### src/rtl/if_prefetch_queue.sv
// Instruction-fetch front end: owns the fetch PC, issues one outstanding read at a time,
// and buffers returned instructions in a show-ahead FIFO for decode.
module if_prefetch_queue #(
    parameter logic [63:0] RESET_PC   = 64'h0000_0000_8000_0000,
    parameter int          DEPTH      = 4,
    parameter int          DATA_W     = 64,
    parameter logic [7:0]  FETCH_SIZE = 8'b0000_1111
) (
    input  logic              clk,
    input  logic              rst_n,
    input  logic              redirect_valid,
    input  logic [63:0]       redirect_pc,
    output logic              rx_r_valid_i,
    input  logic              rx_r_ready_o,
    output logic [63:0]       rx_r_addr_i,
    output logic [7:0]        rx_r_size_i,
    input  logic              rx_data_valid,
    output logic              rx_data_ready,
    input  logic [DATA_W-1:0] rx_data_read_o,
    output logic              inst_valid,
    input  logic              inst_ready,
    output logic [31:0]       inst,
    output logic [63:0]       inst_pc
);

    localparam int             PTR_W   = $clog2(DEPTH);
    localparam logic [PTR_W:0] DEPTH_C = DEPTH[PTR_W:0];

    typedef enum logic [1:0] {
        ST_IDLE,
        ST_REQ,
        ST_WAIT
    } state_t;

    state_t             state_reg, state_next;
    logic [63:0]        fpc_reg, fpc_next;
    logic [63:0]        req_pc_reg, req_pc_next;
    logic [63:0]        addr_reg, addr_next;
    logic               kill_reg, kill_next;
    logic [PTR_W:0]     count_reg;
    logic [PTR_W-1:0]   wr_ptr_reg, rd_ptr_reg;
    logic               push, pop;
    logic [31:0]        push_inst;

    logic [31:0]        inst_mem [DEPTH];
    logic [63:0]        pc_mem   [DEPTH];

    assign rx_r_valid_i  = (state_reg == ST_REQ);
    assign rx_data_ready = (state_reg == ST_WAIT);
    assign rx_r_addr_i   = addr_reg;
    assign rx_r_size_i   = FETCH_SIZE;

    assign push_inst = req_pc_reg[2] ? rx_data_read_o[63:32] : rx_data_read_o[31:0];

    // A redirect flushes the queue, so a pop in the same cycle must not move the read pointer.
    assign inst_valid = (count_reg != '0);
    assign pop        = inst_valid && inst_ready && !redirect_valid;
    assign inst       = inst_valid ? inst_mem[rd_ptr_reg] : 32'h0;
    assign inst_pc    = inst_valid ? pc_mem[rd_ptr_reg]   : 64'h0;

    always_comb begin
        state_next  = state_reg;
        fpc_next    = fpc_reg;
        req_pc_next = req_pc_reg;
        addr_next   = addr_reg;
        kill_next   = kill_reg;
        push        = 1'b0;

        case (state_reg)
            ST_IDLE: begin
                // Only one request is ever in flight, so count < DEPTH guarantees room for its data.
                if ((count_reg < DEPTH_C) && !redirect_valid) begin
                    state_next  = ST_REQ;
                    req_pc_next = fpc_reg;
                    addr_next   = {fpc_reg[63:3], 3'b000};
                end
            end
            ST_REQ: begin
                if (rx_r_ready_o) begin
                    state_next = ST_WAIT;
                end
            end
            ST_WAIT: begin
                if (rx_data_valid) begin
                    state_next = ST_IDLE;
                    kill_next  = 1'b0;
                    if (!kill_reg && !redirect_valid) begin
                        push     = 1'b1;
                        fpc_next = req_pc_reg + 64'd4;
                    end
                end
            end
            default: begin
                state_next = ST_IDLE;
            end
        endcase

        // The outstanding request still completes; kill marks its data as stale.
        if (redirect_valid) begin
            fpc_next = {redirect_pc[63:2], 2'b00};
            if ((state_reg == ST_REQ) || ((state_reg == ST_WAIT) && !rx_data_valid)) begin
                kill_next = 1'b1;
            end
        end
    end

    always_ff @(posedge clk or negedge rst_n) begin
        if (!rst_n) begin
            state_reg  <= ST_IDLE;
            fpc_reg    <= RESET_PC;
            req_pc_reg <= 64'h0;
            addr_reg   <= 64'h0;
            kill_reg   <= 1'b0;
        end else begin
            state_reg  <= state_next;
            fpc_reg    <= fpc_next;
            req_pc_reg <= req_pc_next;
            addr_reg   <= addr_next;
            kill_reg   <= kill_next;
        end
    end

    always_ff @(posedge clk or negedge rst_n) begin
        if (!rst_n) begin
            count_reg  <= '0;
            wr_ptr_reg <= '0;
            rd_ptr_reg <= '0;
        end else if (redirect_valid) begin
            count_reg  <= '0;
            wr_ptr_reg <= '0;
            rd_ptr_reg <= '0;
        end else begin
            if (push) begin
                wr_ptr_reg <= wr_ptr_reg + 1'b1;
            end
            if (pop) begin
                rd_ptr_reg <= rd_ptr_reg + 1'b1;
            end
            case ({push, pop})
                2'b10:   count_reg <= count_reg + 1'b1;
                2'b01:   count_reg <= count_reg - 1'b1;
                default: count_reg <= count_reg;
            endcase
        end
    end

    // Storage needs no reset: the outputs are gated by count.
    always_ff @(posedge clk) begin
        if (push) begin
            inst_mem[wr_ptr_reg] <= push_inst;
            pc_mem[wr_ptr_reg]   <= req_pc_reg;
        end
    end

endmodule

### config.mk
export PLATFORM = sky130hd
export DESIGN_NAME = if_prefetch_queue
export DESIGN_NICKNAME = d
export VERILOG_FILES = /design/src/rtl/if_prefetch_queue.sv
export SDC_FILE = /design/constraint.sdc
export NUM_CORES = 1
export LEC_CHECK = 0
export CAP_MARGIN = 20
export CORE_MARGIN = 2
export CORE_UTILIZATION = 24
export CTS_BUF_LIST = sky130_fd_sc_hd__clkbuf_16
export CTS_CLUSTER_DIAMETER = 30
export DETAILED_ROUTE_END_ITERATION = 16
export PLACE_DENSITY = 0.44
export SLEW_MARGIN = 20
export SYNTH_ARGS = -nofsm -noshare
export SYNTH_HDL_FRONTEND = slang
export SYNTH_SLANG_ARGS = --single-unit
### constraint.sdc
create_clock -name clk -period 4.1 [get_ports clk]
set_input_delay 0.41 -clock clk [delete_from_list [all_inputs] [get_ports clk]]
set_output_delay 0.41 -clock clk [all_outputs]
set_load 0.02 [all_outputs]
==> results of run 1 <==
==> per-stage QoR <==
| step | worst slack (ns) | utilization [%] | total power [mW] | area (um^2) | hold slack [ns] |
|---|---|---|---|---|---|
| finish | 0.595 | 33.4 | 24.3 | 31100 | 0.167 |
| global placement | 1.07 | 28.6 | 14.4 | 26700 | 0.451 |
| CTS | 0.468 | 33.4 | 24.8 | 31100 | 0.123 |
| detailed placement | 1.05 | 28.6 | 14.5 | 26700 | 0.465 |
| global route | 0.411 | 33.4 | 25.5 | 31100 | 0.160 |
| floorplan | 0.000137 | - | 11.5 | 22600 | 0.114 |
==> layer usage <==
layer  GRT usage [%]  share of wire (%)  vias to the layer above
met4            4.97                2.4                        2
met1            17.5                 44                     6996
li1                -                  -                     6064
met5               0              0.018                        -
met3            3.53                5.7                      102
met2            22.1                 48                      375
==> worst max-delay path: cells and delay by family, from the launching register on <==
kind          cells  cell delay (ns)
flops             1             0.56
simple gates      1             0.17
mux               1             0.60
buf+inv           2             1.05
==> power by group through the flow <==
stage	clock network, mW	registers (mW)	logic (mW)
after floorplan	0	7.24	4.25
after global placement	0	7.67	6.75
after detailed placement	0	7.72	6.80
after CTS	10.3	7.64	6.83
after global routing	10.6	7.75	7.16
final	10.1	7.60	6.62
==> cells in the mapped netlist (4+ instances only) <==
cell	instances	area [um^2]
a21oi_1	20	100
and2_1	103	644
and3_1	11	68.8
buf_1	10	37.5
buf_2	4	20.0
buf_4	72	541
clkbuf_1	64	240
dfrtp_1	137	3430
edfxtp_1	384	11500
ha_1	5	62.6
inv_1	11	41.3
mux2_2	89	1000
mux2i_1	6	60.1
mux4_2	96	2160
nand2_1	131	492
nand3_1	28	140
nand4_1	15	93.8
nor2_1	52	195
nor3_1	14	70.1
nor3_2	7	70.1
nor3b_1	7	52.6
nor4_1	4	25.0
nor4_2	8	100
o21ai_0	26	130
o221ai_1	31	272
o31ai_1	10	75.1
or3_1	6	37.5
xnor2_1	37	324
xor2_1	21	184
==> cell type report <==
class | instances | area [um^2] | area share [%]
Sequential cell | 522 | 15000 | 48.2
Clock buffer | 137 | 3430 | 11.0
Clock inverter | 109 | 983 | 3.16
Tap cell | 1254 | 1570 | 5.04
Timing Repair Buffer | 328 | 3370 | 10.8
Antenna cell | 2 | 5.00 | 0.0161
Inverter | 11 | 41.3 | 0.133
Multi-Input combinational cell | 765 | 6720 | 21.6
==> final timing paths <==
path | start | endpoint | depth (start not counted)
setup / recovery | rd_ptr_reg[0] | inst_pc[36] | 4
min in group asynchronous | rst_n | fpc_reg[57] | 2
hold / removal | redirect_valid | rd_ptr_reg[1] | 2
hold reg to reg | fpc_reg[26] | req_pc_reg[26] | 2
max in group asynchronous | rst_n | fpc_reg[31] | 3
setup reg to reg | req_pc_reg[32] | fpc_reg[55] | 6
==> cells by family after synthesis <==
family | count (synthesis) | synth area share, %
flops | 522 | 66.5
simple gates | 402 | 9.51
mux | 191 | 14.3
buf+inv | 163 | 4.02
compound gates | 97 | 3.01
xor+xnor | 58 | 2.25
fa+ha+maj | 6 | 0.366
other cells | 2 | 0.0333
==> flow_summary_export.csv, run 1 <==
group,metric,value,unit
outcome,status,"finished clean",
layout,drive_gt1_share,24.7,%
power,swShare,31.1,%
die,initial_core_util,24.2,%
global_route,grt.total_usage,13.6,%
clock_network,cts_resized,0,
setup_path,r2r_slack,1.23,ns
layout,fill_cells,9100,
power,combinationalPowerShare,27.2,%
route,totalWireLength,65.1,mm
yosys,synth_cell_types,53,
timing,period_needed,3.51,ns
layout,final_cells,3128,
die,fp.dieH,310,um
place,dpl.hpwl,40.8,mm
timing,drv_slew,0,
die,die_x,310,um
power,p_switching,7.57,mW
die,placementRows,112,
place,placed_cells,2879,
clock_network,clockRootBuffer,"clkbuf_16",
timing,post-route-period-util,85.5,%
route,via_per_inst,4.33,
timing,finalHoldViolations,0,
power,power_density,781,nW/um^2
yosys,ys_seq_area_share,66.5,%
power,intPower,16.7,mW
place,numPortBuffers,291,
job,cap_violations,0,
yosys,synth_edf_count,384,
die,ios,305,
route,num_vias,13539,
route,drc,0,
timing,skew,0.0300,ns
power,leakagePower,10.9,nW
clock_network,clk_latency,0.70,ns
yosys,postSynth.asyncResetShare,26.4,%
layout,layout_common_cells,"384 x edfxtp_1, 289 x clkdlybuf4s50_1, 137 x clkbuf_16",
layout,largest_reg_flops,256,
setup_path,cp-start-kind,"flop",
route,wire_per_inst,20.8,um
yosys,syn_area,22500,um^2
timing,worstMarginPinSlew,1.11,ns
power,power_frac_seq,31.3,%
yosys,synth_ff_type,"edfxtp_1",
yosys,synth_seq_cells,522,
layout,final_nets,1904,
setup_path,end_kind,"primary output",
layout,syn_to_final_growth,38.0,%
clock_network,cts_tree,"yes",
route,drtPass1Iterations,4,
setup_path,path_max_fanout,21,
clock_network,clockBufferDepth,3,
layout,top_register,"pc_mem",
timing,grt_setup_unrepaired,"false",
clock_network,post_cts_buffers,0,
setup_path,critPathArrivalTime,3.10,ns
setup_path,worst_path_max_delay_cell,"mux4_2",
place,place_congestion,0.703,
timing,setup_viol,0,
global_route,grt_max_degree,112,
setup_path,required,3.69,ns
yosys,syn_inst,1441,
power,ir_drop,0.576,mV
setup_path,slowest_delay,0.60,ns
global_route,grt_remaining_overflow,0,
hold_path,hp-class,"input pin to flop",
global_route,grt_pass1_wl,95.3,mm
die,core_area,93200,um^2
setup_path,path_class,"flop to primary output",
route,final_antenna_net_count,0,
global_route,antenna_found_initial,3,
layout,largest_registers,"pc_mem (256), inst_mem (128)",
timing,setup-tns-final,0,ns
setup_path,cp_cell_sequence,"buf_4, mux4_2, and2_1, clkdlybuf4s50_1",
clock_network,cts_hold_buf,1,
clock_network,h-tree-depth,4,
timing,relSlewSlack,26.3,%
power,clock_power_share,41.5,%
yosys,ys_warn_count,0,
die,dieArea,96400,um^2
route,drtIter0Drc,650,
clock_network,path_clk_slew,0.04,ns
clock_network,cts-buffers-inserted,136,
yosys,synth.avg_cell_area,15.6,um^2
layout,layout_commonest_cell,"edfxtp_1",
global_route,grt_pass1_vias,14538,
timing,timing.fmax,285,MHz
clock_network,cts.sinks,522,
Power figures use the tool's default switching activity.
==> run 2: changes to the inputs <==
--- a/config.mk
+++ b/config.mk
@@ -6,11 +6,12 @@
 export NUM_CORES = 1
 export LEC_CHECK = 0
 export CAP_MARGIN = 20
-export CORE_MARGIN = 2
+export CORE_MARGIN = 5
 export CORE_UTILIZATION = 24
 export CTS_BUF_LIST = sky130_fd_sc_hd__clkbuf_16
 export CTS_CLUSTER_DIAMETER = 30
 export DETAILED_ROUTE_END_ITERATION = 16
+export GPL_ROUTABILITY_DRIVEN = 0
 export PLACE_DENSITY = 0.44
 export SLEW_MARGIN = 20
 export SYNTH_ARGS = -nofsm -noshare
==> run 2 against run 1 <==
Effect of this change: count of clock-buffer cells in the layout increased by 2; sequential power about the same; clock power is essentially flat; hold slack gained 0.076 ns; register-to-register slack got worse by 0.08 ns; critical path type unchanged.
==> flow_summary_export.csv, run 2 (synthesis results as in run 1) <==
group,metric,value,unit
place,numPortBuffers,291,
setup_path,crit_start,"rd_ptr_reg[0]",
route,num_vias,13616,
power,swShare,31.5,%
power,p_switching,7.76,mW
route,drc,0,
clock_network,h-tree-depth,4,
timing,worstMarginPinSlew,1.05,ns
die,ios,305,
die,fp.dieH,316,um
setup_path,r2r-start,"req_pc_reg[5]",
job,cap_violations,0,
clock_network,cts.sinks,522,
die,die_x,316,um
die,dieArea,100000,um^2
timing,post-route-period-util,86.9,%
global_route,grt_max_degree,76,
global_route,grt_pass1_wl,97.5,mm
layout,drive_gt1_share,25.0,%
clock_network,cts_resized,0,
global_route,grt.total_usage,13.2,%
clock_network,cts_tree,"yes",
layout,layout_commonest_cell,"edfxtp_1",
power,leakagePower,11.0,nW
setup_path,path_class,"flop to primary output",
setup_path,path_max_fanout,28,
layout,syn_to_final_growth,39.1,%
power,clock_power_share,42.0,%
timing,grt_setup_unrepaired,"false",
route,wire_per_inst,21.1,um
layout,fin_area,31300,um^2
clock_network,path_clk_slew,0.04,ns
place,place_area,26700,um^2
power,intPower,16.9,mW
power,combinationalPowerShare,27.1,%
global_route,antenna_found_initial,7,
clock_network,cts-buffers-inserted,138,
clock_network,clk_latency,0.72,ns
setup_path,end_kind,"primary output",
clock_network,clockBufferDepth,3,
clock_network,cts_hold_buf,2,
power,ir_drop,0.400,mV
layout,top_register,"pc_mem",
power,power_density,787,nW/um^2
timing,timing.fmax,281,MHz
route,totalWireLength,66.3,mm
setup_path,r2r_slack,1.15,ns
timing,setup_viol,0,
die,placementRows,112,
setup_path,critPathArrivalTime,3.15,ns
route,final_antenna_net_count,0,
place,dpl.hpwl,42.0,mm
global_route,grt_remaining_overflow,0,
outcome,status,"finished clean",
global_route,grt_pass1_vias,14784,
clock_network,post_cts_buffers,0,
route,drtIter0Drc,709,
setup_path,cp-start-kind,"flop",
layout,largest_registers,"pc_mem (256), inst_mem (128)",
die,core_area,93300,um^2
timing,skew,0.0304,ns
layout,final_nets,1913,
setup_path,required,3.69,ns
timing,period_needed,3.56,ns
clock_network,clockRootBuffer,"clkbuf_16",
timing,relSlewSlack,30.0,%
layout,largest_reg_flops,256,
timing,drv_slew,0,
route,via_per_inst,4.33,
route,drtPass1Iterations,5,
hold_path,hp-class,"input pin to async pin",
timing,setup-tns-final,0,ns
layout,fill_cells,9134,
timing,finalHoldViolations,0,
power,power_frac_seq,30.9,%
layout,layout_common_cells,"384 x edfxtp_1, 289 x clkdlybuf4s50_1, 139 x clkbuf_16",
timing,holdWs,0.243,ns
die,initial_core_util,24.1,%
[run 2: area by class of cell]
class,count,area (um^2),area share [%]
antenna,4,10.0,0.0319
clock buffer,139,3480,11.1
clock inverter,114,1120,3.57
inverter,11,41.3,0.132
multi-input combinational,765,6720,21.4
sequential,522,15000,47.8
tap,1254,1570,5.00
timing repair buffer,335,3420,10.9
[run 2: power groups by stage]
stage | combinational (mW) | clock [mW] | sequential, mW
3_5_place_dp | 6.89 | 0 | 7.75
4_1_cts | 6.92 | 10.6 | 7.67
6_report | 6.67 | 10.4 | 7.62
3_3_place_gp | 6.85 | 0 | 7.70
2_1_floorplan | 4.25 | 0 | 7.24
5_1_grt | 7.19 | 10.9 | 7.77
[run 2: layer usage]
metal | track usage [%] | vias to the layer above | routed length [um]
met1 | 17.3 | 6994 | 29000
met2 | 21.0 | 418 | 31500
met3 | 3.70 | 117 | 4160
met4 | 4.95 | 2 | 1680
li1 | - | 6085 | -
met5 | 0 | - | 11
[run 2: critical path, cell delays in order, from the launching register on]
cell and delay (ns):
dfrtp_4 0.84, buf_12 0.30, mux4_2 0.53, and2_1 0.19
clkdlybuf4s50_1 0.55
[run 2: per-stage QoR]
stage / setup slack (ns) / power (mW) / utilization, % / instances
final: 0.536 / 24.7 / 33.6 / 3144
after global routing: 0.321 / 25.9 / 33.6 / 3140
after CTS: 0.368 / 25.2 / 33.6 / 3140
after detailed placement: 1.05 / 14.6 / 28.6 / 2885
after global placement: 1.05 / 14.6 / 28.6 / 2885
after floorplan: 0.000137 / 11.5 / - / 1450
[run 2: worst paths after layout]
kind                                  end  depth (start not counted)
max                            inst_pc[7]                          4
max reg2reg                   fpc_reg[63]                          6
min in group clk              fpc_reg[24]                          3
min                        req_pc_reg[57]                          2
max in group asynchronous   req_pc_reg[2]                          3
min reg2reg                req_pc_reg[38]                          2
